$ cat src/rtl/tick_gen_pkg.sv
// Shared constants and types for the tick generator and its consumers.
package tick_gen_pkg;

    localparam int unsigned CLK_HZ         = 100_000_000;
    localparam int unsigned ONE_SEC        = 100_000_000;
    localparam int unsigned DISP_PERIOD    = 5_000_000;
    localparam int unsigned DEF_LVL_STEP   = 5_000_000;
    localparam int unsigned DEF_MIN_PERIOD = 1_000_000;

    localparam int unsigned CH_SYM  = 0;
    localparam int unsigned CH_1HZ  = 1;
    localparam int unsigned CH_DISP = 2;

    typedef enum logic {
        MODE_PERIODIC = 1'b0,
        MODE_ONESHOT  = 1'b1
    } mode_e;

endpackage

$ cat src/rtl/tick_channel.sv
// One tick channel: period counter with armed/done flags and periodic/one-shot mode.
module tick_channel
    import tick_gen_pkg::*;
#(
    parameter int unsigned CNT_W = 27
) (
    input  logic             Clk100M,
    input  logic             resetB,
    input  logic             en,
    input  logic             clr,
    input  logic             load,
    input  logic             modeWe,
    input  logic             oneshot,
    input  logic [CNT_W-1:0] period,
    output logic             tick,
    output logic             done
);

    localparam logic [CNT_W-1:0] ONE = CNT_W'(1);

    logic [CNT_W-1:0] cntQ;
    logic             armedQ;
    mode_e            modeQ;

    always_ff @(posedge Clk100M) begin
        if (resetB) begin
            cntQ   <= '0;
            armedQ <= 1'b1;
            modeQ  <= MODE_PERIODIC;
            tick   <= 1'b0;
            done   <= 1'b0;
        end else begin
            tick <= 1'b0;
            if (modeWe) begin
                modeQ <= oneshot ? MODE_ONESHOT : MODE_PERIODIC;
            end
            if (clr) begin
                armedQ <= 1'b1;
                done   <= 1'b0;
            end
            // Restart (clear or reload) takes priority over counting.
            if (clr || load) begin
                cntQ <= '0;
            end else if (en && armedQ) begin
                if (cntQ == period - ONE) begin
                    cntQ <= '0;
                    tick <= 1'b1;
                    if (modeQ == MODE_ONESHOT) begin
                        armedQ <= 1'b0;
                        done   <= 1'b1;
                    end
                end else begin
                    cntQ <= cntQ + ONE;
                end
            end
        end
    end

endmodule

$ cat src/rtl/tick_generator.sv
// Multi-channel programmable tick generator; one channel's period shrinks with game level.
module tick_generator
    import tick_gen_pkg::*;
#(
    parameter int unsigned NUM_CH         = 3,
    parameter int unsigned CNT_W          = 27,
    parameter int unsigned LVL_W          = 5,
    parameter int unsigned ADJ_CH         = CH_SYM,
    parameter int unsigned LVL_STEP       = DEF_LVL_STEP,
    parameter int unsigned MIN_PERIOD     = DEF_MIN_PERIOD,
    parameter int unsigned DEFAULT_PERIOD = ONE_SEC,
    localparam int unsigned CH_W          = (NUM_CH > 1) ? $clog2(NUM_CH) : 1
) (
    input  logic              Clk100M,
    input  logic              resetB,
    input  logic [NUM_CH-1:0] ch_en,
    input  logic [NUM_CH-1:0] ch_clr,
    input  logic              cfg_we,
    input  logic [CH_W-1:0]   cfg_ch,
    input  logic [CNT_W-1:0]  cfg_period,
    input  logic              cfg_oneshot,
    input  logic              lvl_load,
    input  logic [LVL_W-1:0]  level,
    output logic [NUM_CH-1:0] tick,
    output logic [NUM_CH-1:0] done,
    output logic [CNT_W-1:0]  eff_period
);

    localparam int unsigned      PW      = CNT_W + LVL_W;
    localparam logic [CNT_W-1:0] DEF_P   = CNT_W'(DEFAULT_PERIOD);
    localparam logic [CNT_W-1:0] MIN_P   = CNT_W'(MIN_PERIOD);
    localparam logic [CNT_W-1:0] ONE     = CNT_W'(1);
    localparam logic [PW-1:0]    STEP_P  = PW'(LVL_STEP);
    localparam logic [CH_W-1:0]  ADJ_IDX = CH_W'(ADJ_CH);

    logic [CNT_W-1:0] baseQ [NUM_CH];
    logic [LVL_W-1:0] lvlQ;
    logic [CNT_W-1:0] adjEffQ;

    logic [CNT_W-1:0] wrPeriod;
    logic             adjWr;
    logic [CNT_W-1:0] adjBaseNext;
    logic [LVL_W-1:0] lvlNext;

    // Wide subtraction guarded so the effective period never wraps below the floor.
    function automatic logic [CNT_W-1:0] clampEff(input logic [CNT_W-1:0] b,
                                                   input logic [LVL_W-1:0] l);
        logic [PW-1:0] prod;
        logic [PW-1:0] diff;
        prod = PW'(l) * STEP_P;
        if (prod >= PW'(b)) begin
            return MIN_P;
        end
        diff = PW'(b) - prod;
        if (diff < PW'(MIN_P)) begin
            return MIN_P;
        end
        return diff[CNT_W-1:0];
    endfunction

    always_comb begin
        wrPeriod    = (cfg_period == '0) ? ONE : cfg_period;
        adjWr       = cfg_we && (cfg_ch == ADJ_IDX);
        adjBaseNext = adjWr ? wrPeriod : baseQ[ADJ_CH];
        lvlNext     = lvl_load ? level : lvlQ;
    end

    always_ff @(posedge Clk100M) begin
        if (resetB) begin
            for (int unsigned i = 0; i < NUM_CH; i++) begin
                baseQ[i] <= DEF_P;
            end
            lvlQ    <= '0;
            adjEffQ <= DEF_P;
        end else begin
            for (int unsigned i = 0; i < NUM_CH; i++) begin
                if (cfg_we && (cfg_ch == CH_W'(i))) begin
                    baseQ[i] <= wrPeriod;
                end
            end
            lvlQ <= lvlNext;
            if (adjWr || lvl_load) begin
                adjEffQ <= clampEff(adjBaseNext, lvlNext);
            end
        end
    end

    assign eff_period = adjEffQ;

    for (genvar g = 0; g < NUM_CH; g++) begin : gCh
        localparam logic [CH_W-1:0] IDX    = CH_W'(g);
        localparam bit              IS_ADJ = (g == int'(ADJ_CH));

        logic wrHit;
        assign wrHit = cfg_we && (cfg_ch == IDX);

        tick_channel #(.CNT_W(CNT_W)) uCh (
            .Clk100M (Clk100M),
            .resetB  (resetB),
            .en      (ch_en[g]),
            .clr     (ch_clr[g]),
            .load    (wrHit || (IS_ADJ && lvl_load)),
            .modeWe  (wrHit),
            .oneshot (cfg_oneshot),
            .period  (IS_ADJ ? adjEffQ : baseQ[g]),
            .tick    (tick[g]),
            .done    (done[g])
        );
    end

endmodule

$ cat config.mk
export PLATFORM = sky130hd
export DESIGN_NAME = tick_generator
export DESIGN_NICKNAME = d
export VERILOG_FILES = /design/src/rtl/tick_gen_pkg.sv /design/src/rtl/tick_channel.sv /design/src/rtl/tick_generator.sv
export SDC_FILE = /design/constraint.sdc
export NUM_CORES = 1
export LEC_CHECK = 0
export CORE_ASPECT_RATIO = 0.7
export CORE_UTILIZATION = 61
export DETAILED_ROUTE_END_ITERATION = 8
export GPL_ROUTABILITY_DRIVEN = 0
export PLACE_DENSITY = 0.81
export SYNTH_ARGS = -nofsm -noshare
export SYNTH_HDL_FRONTEND = slang
export SYNTH_HIERARCHICAL = 1
export SYNTH_SLANG_ARGS = --single-unit
$ cat constraint.sdc
create_clock -name Clk100M -period 8.2 [get_ports Clk100M]
set_clock_uncertainty 0.15 [all_clocks]
set_input_delay 1.23 -clock Clk100M [delete_from_list [all_inputs] [get_ports Clk100M]]
set_output_delay 1.23 -clock Clk100M [all_outputs]
set_load 0.01 [all_outputs]
==> results <==
power groups by stage:
stage	logic [mW]	registers (mW)	clock network, mW
final	1.11	1.24	0.995
after detailed placement	1.08	1.26	0
after floorplan	0.789	1.23	0
after global routing	1.20	1.25	1.05
after global placement	1.05	1.26	0
after CTS	1.09	1.24	1.01
Yosys cell counts, types with 35 or more instances:
cell / n / area share
edfxtp_1: 81 / 0.17
xor2_1: 95 / 0.058
ha_1: 69 / 0.060
nor2_1: 102 / 0.027
nand4_1: 38 / 0.017
xnor2_1: 108 / 0.066
a21oi_1: 43 / 0.015
nor3_1: 103 / 0.036
o21ai_0: 35 / 0.012
dfxtp_1: 125 / 0.18
nand2_1: 95 / 0.025
nand3_1: 45 / 0.016
inv_1: 41 / 0.011
stage by stage:
stage / hold WS [ps] / instance area [µm²] / power (mW) / std cells
2_1_floorplan: 302 / 14300 / 2.02 / 1512
3_3_place_gp: 292 / 15200 / 2.31 / 1855
3_5_place_dp: 293 / 15200 / 2.34 / 1855
4_1_cts: 307 / 15900 / 3.33 / 1895
5_1_grt: 314 / 15900 / 3.50 / 1895
6_report: 304 / 15900 / 3.35 / 1895
cells by family (layout without fill, tap and decap cells):
logic type | count (synthesis) | count (layout) | share of synthesized area
buf+inv | 101 | 172 | 0.0366
simple gates | 648 | 648 | 0.268
flops | 206 | 206 | 0.345
xor+xnor | 204 | 204 | 0.126
compound gates | 240 | 240 | 0.127
fa+ha+maj | 74 | 74 | 0.0674
mux | 39 | 39 | 0.0294
critical path: cells and delay by family:
family          cells  cell delay [ps]
xor+xnor            1              120
simple gates        4             1240
fa+ha+maj           5             1960
mux                 1              390
compound gates      7             1900
buf+inv             3             1180
metal layers:
metal | global-route usage | vias to the layer above | share of wire
li1 | - | 5736 | -
met1 | 0.477 | 5882 | 0.46
met2 | 0.463 | 557 | 0.42
met3 | 0.0589 | 69 | 0.099
met4 | 0.0715 | 0 | 0.022
met5 | 0 | - | 0
sequential cells by signal, summed over array words and instances (netlist names):
| signal | count |
|---|---|
| gCh.uCh/modeQ | 3 |
| gCh.uCh/tick | 3 |
| baseQ | 81 |
| lvlQ | 5 |
| gCh.uCh/done | 3 |
| gCh.uCh/armedQ | 3 |
| eff_period | 27 |
| gCh.uCh/cntQ | 81 |
worst max path at each step:
stage,from,endpoint,cells past startpoint
floorplan,lvl_load,eff_period[18],24
global placement,lvl_load,eff_period[16],23
detailed placement,lvl_load,eff_period[1],23
CTS,lvl_load,eff_period[0],23
global route,lvl_load,eff_period[1],23
finish,lvl_load,eff_period[0],21
area by class of cell:
type | count | area [µm²]
inverters | 42 | 158
flip-flops and latches | 206 | 4930
repair buffers | 90 | 863
fillers | 1753 | 6900
multi-input cells | 1205 | 8840
clock buffers | 29 | 598
well taps | 312 | 390
clock inverters | 11 | 114
==> qor.csv <==
metric,value,unit
cpMaxStageDelayCell,clkdlybuf4s50_1,
clkSinkCount,206,
die_area,0.0240,mm²
die_w,185,µm
detail-route-antenna-nets,0,
syn_area,0.0143,mm²
antenna_cells,0,
crit_chain,"clkdlybuf4s50_1, mux2i_1, inv_1, ha_1, ha_1, fa_1, ha_1, a21oi_1, o21ba_2, o21ai_0, a221oi_1, a221oi_1, xnor2_1, ha_1, nand3_1, or4_1, o211ai_2, nor3_1, or3_1, buf_4, o41ai_2",
fmax,129,MHz
worst_pin_slew,1000,ps
rsz0062_at_grt,no,
final_cell_mix,"125 x dfxtp_1, 108 x xnor2_1, 102 x nor2_1, 102 x nor3_1",
hp-class,reg2reg,
path_common_cell,ha_1,
holdPathStages,1,
path_max_fanout,13,
cts_buffers,22,
combPwrFrac,0.332,
grt_pass1_vias,11200,
ioPinCount,78,
reg2reg_slack,1640,ps
min_from,gCh[0].uCh/done,
finish.utilization,0.697,
reg2reg_to,eff_period[0],
crit_path_max_incr_delay,680,ps
required,8450,ps
worstSkewPairLatency,510,ps
fin_nets,1686,
coreArea,0.0228,mm²
power.switching,1.17,mW
maxCapViolCount,0,
setup_tns,0,ps
outcome,"finished, final reports clean",
grt_usage,0.315,
rr_startpoint,lvlQ[3],
port_buffers,77,
cts_root_buffer,clkbuf_16,
vias,12200,
setup_viol,0,
power_frac_seq,0.371,
viasPerCell,6.46,
synth_edf_count,81,
grt_pass1_wl,59600,µm
synthArstFlopShare,0,
intPower,2.18,mW
start_util,0.627,
maxSlewViolCount,0,
ir_drop,0.166,mV
synth_ff_type,dfxtp_1,
whs_endpoint,gCh[0].uCh/done,
critPathKind,in2reg,
placementRows,46,
firstDrtPassIters,5,
drive_gt1_frac,0.110,
clock_power_share,0.297,
grt_start_max_net_pins,54,
period_minus_slack,7770,ps
powerDensity,211,mW/mm²
relSlewSlack,0.326,
final_common_cell,dfxtp_1,
worstSetupEndpointType,flip-flop,
finalCritPeriodShare,0.948,
wl_per_cell,20.1,µm
wirelength,38100,µm
ys_seq_area_frac,0.345,
swShare,0.350,
h-tree-depth,1,
setup_ws,429,ps
avgSynthCellArea,9.45,µm²
drc,0,
postSynthCellCount,1512,
r2r_cells,20,
drt_iter0_markers,1359,
post-cts-setup-buffer-count,0,
cts-resized-gates,0,
cts_tree,done,
fp.dieH,130,µm
synth.distinct_cells,102,
dpl.hpwl,28600,µm
yosysWarnings,6,
syn_to_final_growth,11.3,%
hold_viol,0,
clockBufferDepth,3,
grt.overflow.total,0,
clkTransAtPathRegs,60,ps
holdBufCountCts,0,
synth_fp_nets,1631,
antenna_found_initial,0,
synth-seq-cells,206,
critPathArrivalTime,8020,ps
crit_path_start_kind,input pin,
pre_cts_ws,66.0,ps
p_leak,5.50,nW
Note: power is estimated with default switching activity, not from simulation.
==> RTL edit 1, RTL diff (same settings) <==
Set the parameter `LVL_W` to 10 (it was 5).
--- a/src/rtl/tick_generator.sv
+++ b/src/rtl/tick_generator.sv
@@ -4,7 +4,7 @@
 #(
     parameter int unsigned NUM_CH         = 3,
     parameter int unsigned CNT_W          = 27,
-    parameter int unsigned LVL_W          = 5,
+    parameter int unsigned LVL_W          = 10,
     parameter int unsigned ADJ_CH         = CH_SYM,
     parameter int unsigned LVL_STEP       = DEF_LVL_STEP,
     parameter int unsigned MIN_PERIOD     = DEF_MIN_PERIOD,
Ports: changed (resized level); port bits go from 78 to 83. The function was not compared with the original's and may differ.
==> RTL edit 1 against the unedited design <==
Wire length is 16% higher. Maximum frequency is 3.1% lower. Synthesized area is 11% higher. Synthesized cell count is 14% higher. Count of clock-buffer cells in the layout stayed put. First-iteration DRC count is 34% higher. Worst setup slack worse by 0.25 ns. Sequential cell count is 5 higher. Design area is 18% higher. Die area is 10% higher.
Power is not compared: it rests on default switching activity, and its combinational part moved more than twofold at a synthesized area within 25%.
==> RTL edit 1: results (changes against the unedited design) <==
* Place WS at -0.4257 ns (-0.4917 ns)
* Crit. End Element: flip-flop
* CP Launch Point: lvl_load
* Root buffer cell: clkbuf_16
* Largest net degree at the start of global routing at 57 (+5.6%)
* Fraction of layout cells with a size suffix above 1 at 0.1444 (+0.03450)
* Via Count at 14410 (+18%)
* Slowest-stage cell, CP: fa_1
* Crit Reg-Reg Startpoint: lvlQ[5]$_SDFF_PP0_
* Filler cells at 1782 (+1.7%)
* Leak at 7.380 nW
* CP max FO at 7 (-6)
* Maximum VDD drop at 0.3395 mV
* Total GRT Usage at 0.3291 (+0.01393)
* Number of distinct library cells after synthesis at 92 (-9.8%)
* Finished Layout Cells at 2251 (+19%)
* Area contributors post-synth: dfxtp_1 (16%), edfxtp_1 (15%), ha_1 (9.5%)
* H-tree depth at 1 (unchanged)
* Delay-heaviest family, CP: adder cells
* Hold WC Path Type: reg -> reg
* Reg2Reg Depth at 28 (+40%)
* Peak Freq at 0.1247 GHz (-3.1%)
* Worst path max stage delay at 0.56 ns (-0.12 ns)
* Hold path cells at 1 (unchanged)
* Syn. warnings at 6 (unchanged)
* Ys flop type: dfxtp_1
* Top cells by count, synth: nand2_1 (162), dfxtp_1 (130), nor2_1 (128), ha_1 (120), xnor2_1 (108)
* Mean Syn Cell Area at 9.132 um^2 (-3.4%)
* Post-synthesis sequential area ratio at 0.3187 (-0.02671)
* Reg clk slew, reported paths at 0.06 ns (about the same)
* R2R setup slack at 1.35 ns (-0.29 ns)
* Vias in the first global route at 13490 (+21%)
* Clock Latency Late Sink at 0.54 ns (+0.03 ns)
* Initial DRC count at 1827 (+34%)
* Run status: completed
* Layout net count at 2109 (+25%)
* DP Cell Count at 2207 (+19%)
* First-pass GRT wire length at 69980 um (+17%)
* Slew headroom at 0.3065 (-0.01926)
* Input/output buffers at 82 (+6.5%)
* Fraction of registers with async set/reset at 0 (unchanged)
* Routed WL per cell at 19.67 um (-2.2%)
* End of the critical path: eff_period[5]$_SDFFE_PP0P_
* Drt pass-1 iters at 5 (unchanged)
* CP arrival at 8.28 ns (+0.26 ns)
* Syn Nets at 1930 (+18%)
* Post-DP HPWL at 33130 um (+16%)
-- RTL edit 1: final cells by class --
cell class	count	area share
diodes	1	0.0001331
clock buffers	29	0.03235
clock inverters	11	0.007656
inverters	101	0.02017
multi-input cells	1360	0.5518
flip-flops and latches	211	0.2679
well taps	325	0.02164
repair buffers	213	0.09840
-- RTL edit 1: through the flow --
step	hold WS [ns]	power [mW]	utilization	area (um^2)	TNS [ns]
floorplan	0.2984	3.368	-	15800	0
finish	0.3359	6.435	0.7505	18790	0
global route	0.3434	6.789	0.7504	18790	-0.6859
CTS	0.3385	5.969	0.7370	18460	0
detailed placement	0.3139	4.878	0.7069	17700	-9.593
global placement	0.3038	4.773	0.7069	17700	-6.183
-- RTL edit 1: cell families (layout without fill, tap and decap cells) --
kind of cell | count (synthesis) | count (layout) | synth area share
xor+xnor | 209 | 209 | 0.1167
mux | 18 | 18 | 0.01188
simple gates | 707 | 707 | 0.2493
other cells | 0 | 1 | 0
buf+inv | 159 | 354 | 0.04340
compound gates | 276 | 276 | 0.1269
fa+ha+maj | 150 | 150 | 0.1331
flops | 211 | 211 | 0.3187
-- RTL edit 1: per-layer routing --
layer  routed length [um]  share of wire  global-route usage
met1                19620           0.44              0.4827
met2                19250           0.43              0.5090
met3                 4512           0.10             0.05495
met4                  901          0.020             0.07143
met5                    0              0                   0
-- RTL edit 1: how the worst min path moves through the flow --
stage | from | endpoint | slack, ns
global placement | gCh[0].uCh/done$_SDFF_PP0_ | gCh[0].uCh/done$_SDFF_PP0_ | 0.30
finish | gCh[2].uCh/done$_SDFF_PP0_ | gCh[2].uCh/done$_SDFF_PP0_ | 0.34
CTS | gCh[2].uCh/done$_SDFF_PP0_ | gCh[2].uCh/done$_SDFF_PP0_ | 0.34
global route | gCh[2].uCh/done$_SDFF_PP0_ | gCh[2].uCh/done$_SDFF_PP0_ | 0.34
floorplan | gCh[0].uCh/armedQ$_SDFF_PP1_ | gCh[0].uCh/armedQ$_SDFF_PP1_ | 0.30
detailed placement | gCh[0].uCh/done$_SDFF_PP0_ | gCh[0].uCh/done$_SDFF_PP0_ | 0.31
-- RTL edit 1: what timing repair did --
item	CTS	global route
setup endpoints to repair	0	27
gates resized for setup	0	65
buffers inserted	0	2
-- RTL edit 1: report_power, final --
part           total, mW  switching, mW  internal (mW)
logic               4.15           2.26           1.89
clock network       1.06          0.439          0.623
registers           1.22         0.0759           1.15
==> RTL edit 2, RTL diff (same flow settings) <==
Made on the original files. Register the input `cfg_period` before use, without a reset. The logic sees it one clock later. The other inputs are not delayed to match.
--- a/src/rtl/tick_generator.sv
+++ b/src/rtl/tick_generator.sv
@@ -33,6 +33,12 @@
     localparam logic [PW-1:0]    STEP_P  = PW'(LVL_STEP);
     localparam logic [CH_W-1:0]  ADJ_IDX = CH_W'(ADJ_CH);
 
+    logic [CNT_W-1:0] cfg_period_q;
+
+    always_ff @(posedge Clk100M) begin
+        cfg_period_q <= cfg_period;
+    end
+
     logic [CNT_W-1:0] baseQ [NUM_CH];
     logic [LVL_W-1:0] lvlQ;
     logic [CNT_W-1:0] adjEffQ;
@@ -59,7 +65,7 @@
     endfunction
 
     always_comb begin
-        wrPeriod    = (cfg_period == '0) ? ONE : cfg_period;
+        wrPeriod    = (cfg_period_q == '0) ? ONE : cfg_period_q;
         adjWr       = cfg_we && (cfg_ch == ADJ_IDX);
         adjBaseNext = adjWr ? wrPeriod : baseQ[ADJ_CH];
         lvlNext     = lvl_load ? level : lvlQ;
Formal check against the unedited RTL: not equivalent (a bounded check fails within 4 cycles, from zero or initial values and one cycle with resetB high).
==> RTL edit 2 against the unedited design <==
Clock power up 12%. Sequential cell count rose by 27. Critical path depth grew 2. Wire length grew 0.56%. Worst setup slack better by 0.095 ns. Synthesized area grew 2.3%. Design area up 2.9%. Power rose by 4.1%. Critical endpoint is now eff_period[11]$_SDFFE_PP0P_. Largest cell class unchanged.
==> RTL edit 2: results (changes against the unedited design) <==
* Reg2Reg Capture Point: eff_period[11]$_SDFFE_PP0P_
* Clock Latency Late Sink at 0.53 ns (+0.02 ns)
* DP Cell Count at 1844 (-0.59%)
* Reg2Reg Depth at 22 (+10%)
* Peak Freq at 0.1303 GHz (+1.2%)
* Clock-cell share at 0.04802 (+0.003238)
* Mean Syn Cell Area at 9.793 um^2 (+3.6%)
* Seq cells at 233 (+13%)
* Run status: completed
* Vias in the first global route at 11040 (-1.0%)
* Place WS at 0.05864 ns (-0.007319 ns)
* Met2 GRT Util at 0.4440 (-0.01926)
* CP arrival at 7.95 ns (-0.07 ns)
* Routed WL per cell at 20.34 um (+1.1%)
* Worst path max stage delay at 0.73 ns (+0.05 ns)
* CP max FO at 9 (-4)
* CTS Buf Count at 23 (+4.5%)
* Non-clk buf share at 0.05491 (+0.0005964)
* Worst hold slack at 0.3121 ns (+0.007853 ns)
* Vias per std cell at 6.465 (about the same)
* Crit Reg-Reg Startpoint: lvlQ[2]$_SDFF_PP0_
* R2R setup slack at 1.81 ns (+0.17 ns)
* Area contributors post-synth: dfxtp_1 (21%), edfxtp_1 (17%), xnor2_1 (6.4%)
* Syn Nets at 1611 (-1.2%)
* Root buffer cell: clkbuf_16
* Fraction of layout cells with a size suffix above 1 at 0.1189 (+0.008963)
* Top cells by count, synth: dfxtp_1 (152), xnor2_1 (106), nor2_1 (102), nor3_1 (99), xor2_1 (96)
* Placed cell area at 15580 um^2 (+2.6%)
* Finished Layout Cells at 1885 (-0.53%)
* Pint at 2.332 mW (+7.2%)
* First-pass GRT wire length at 60120 um (+0.87%)
* Metal3 WL at 3381 um (-11%)
* Filler cells at 1694 (-3.4%)
* Total GRT Usage at 0.3033 (-0.01183)
* Initial DRC count at 1328 (-2.3%)
* Die width at 187.0 um (+1.1%)
* Comb_multi_in at 1171 (-2.8%)
* Initial antenna violation count at 1 (+1)
* Post-synthesis sequential area ratio at 0.3747 (+0.02930)
* Maximum VDD drop at 0.1864 mV (+12%)
* Largest net degree at the start of global routing at 39 (-28%)
* Multi-input combinational area share at 0.5308 (-0.02522)
* Bufs w/o clock at 94 (+4.4%)
* FF+latch area at 5475 um^2 (+11%)
* Post-DP HPWL at 28810 um (+0.62%)
* Slew @ Worst Pin at 1.061 ns (+0.05786 ns)
* Routed length on met1 at 18160 um (+3.4%)
* Non-clk invs at 34 (-19%)
* Layout net count at 1676 (-0.59%)
* Number of distinct library cells after synthesis at 97 (-4.9%)
* Routed wl met2 at 16110 um (+1.1%)
* Met3 usage at 0.05342 (-0.005470)
==> RTL edit 2: cell families (layout without fill, tap and decap cells) <==
logic type | count (synthesis) | count (layout) | share of synthesized area
buffers and inverters | 88 | 169 | 0.03151
multiplexers | 41 | 41 | 0.03048
AND/OR/NAND/NOR | 629 | 629 | 0.2566
XOR/XNOR | 203 | 203 | 0.1226
AO/OA/AOI/OAI | 224 | 224 | 0.1181
flip-flops | 233 | 233 | 0.3747
adder cells (fa/ha/maj) | 74 | 74 | 0.06594
==> RTL edit 2: power by group through the flow <==
| stage | logic, mW | registers, mW | clock network [mW] |
|---|---|---|---|
| global placement | 0.965 | 1.37 | 0 |
| CTS | 0.998 | 1.35 | 1.12 |
| global route | 1.10 | 1.36 | 1.16 |
| floorplan | 0.720 | 1.35 | 0 |
| finish | 1.02 | 1.36 | 1.11 |
| detailed placement | 0.994 | 1.38 | 0 |
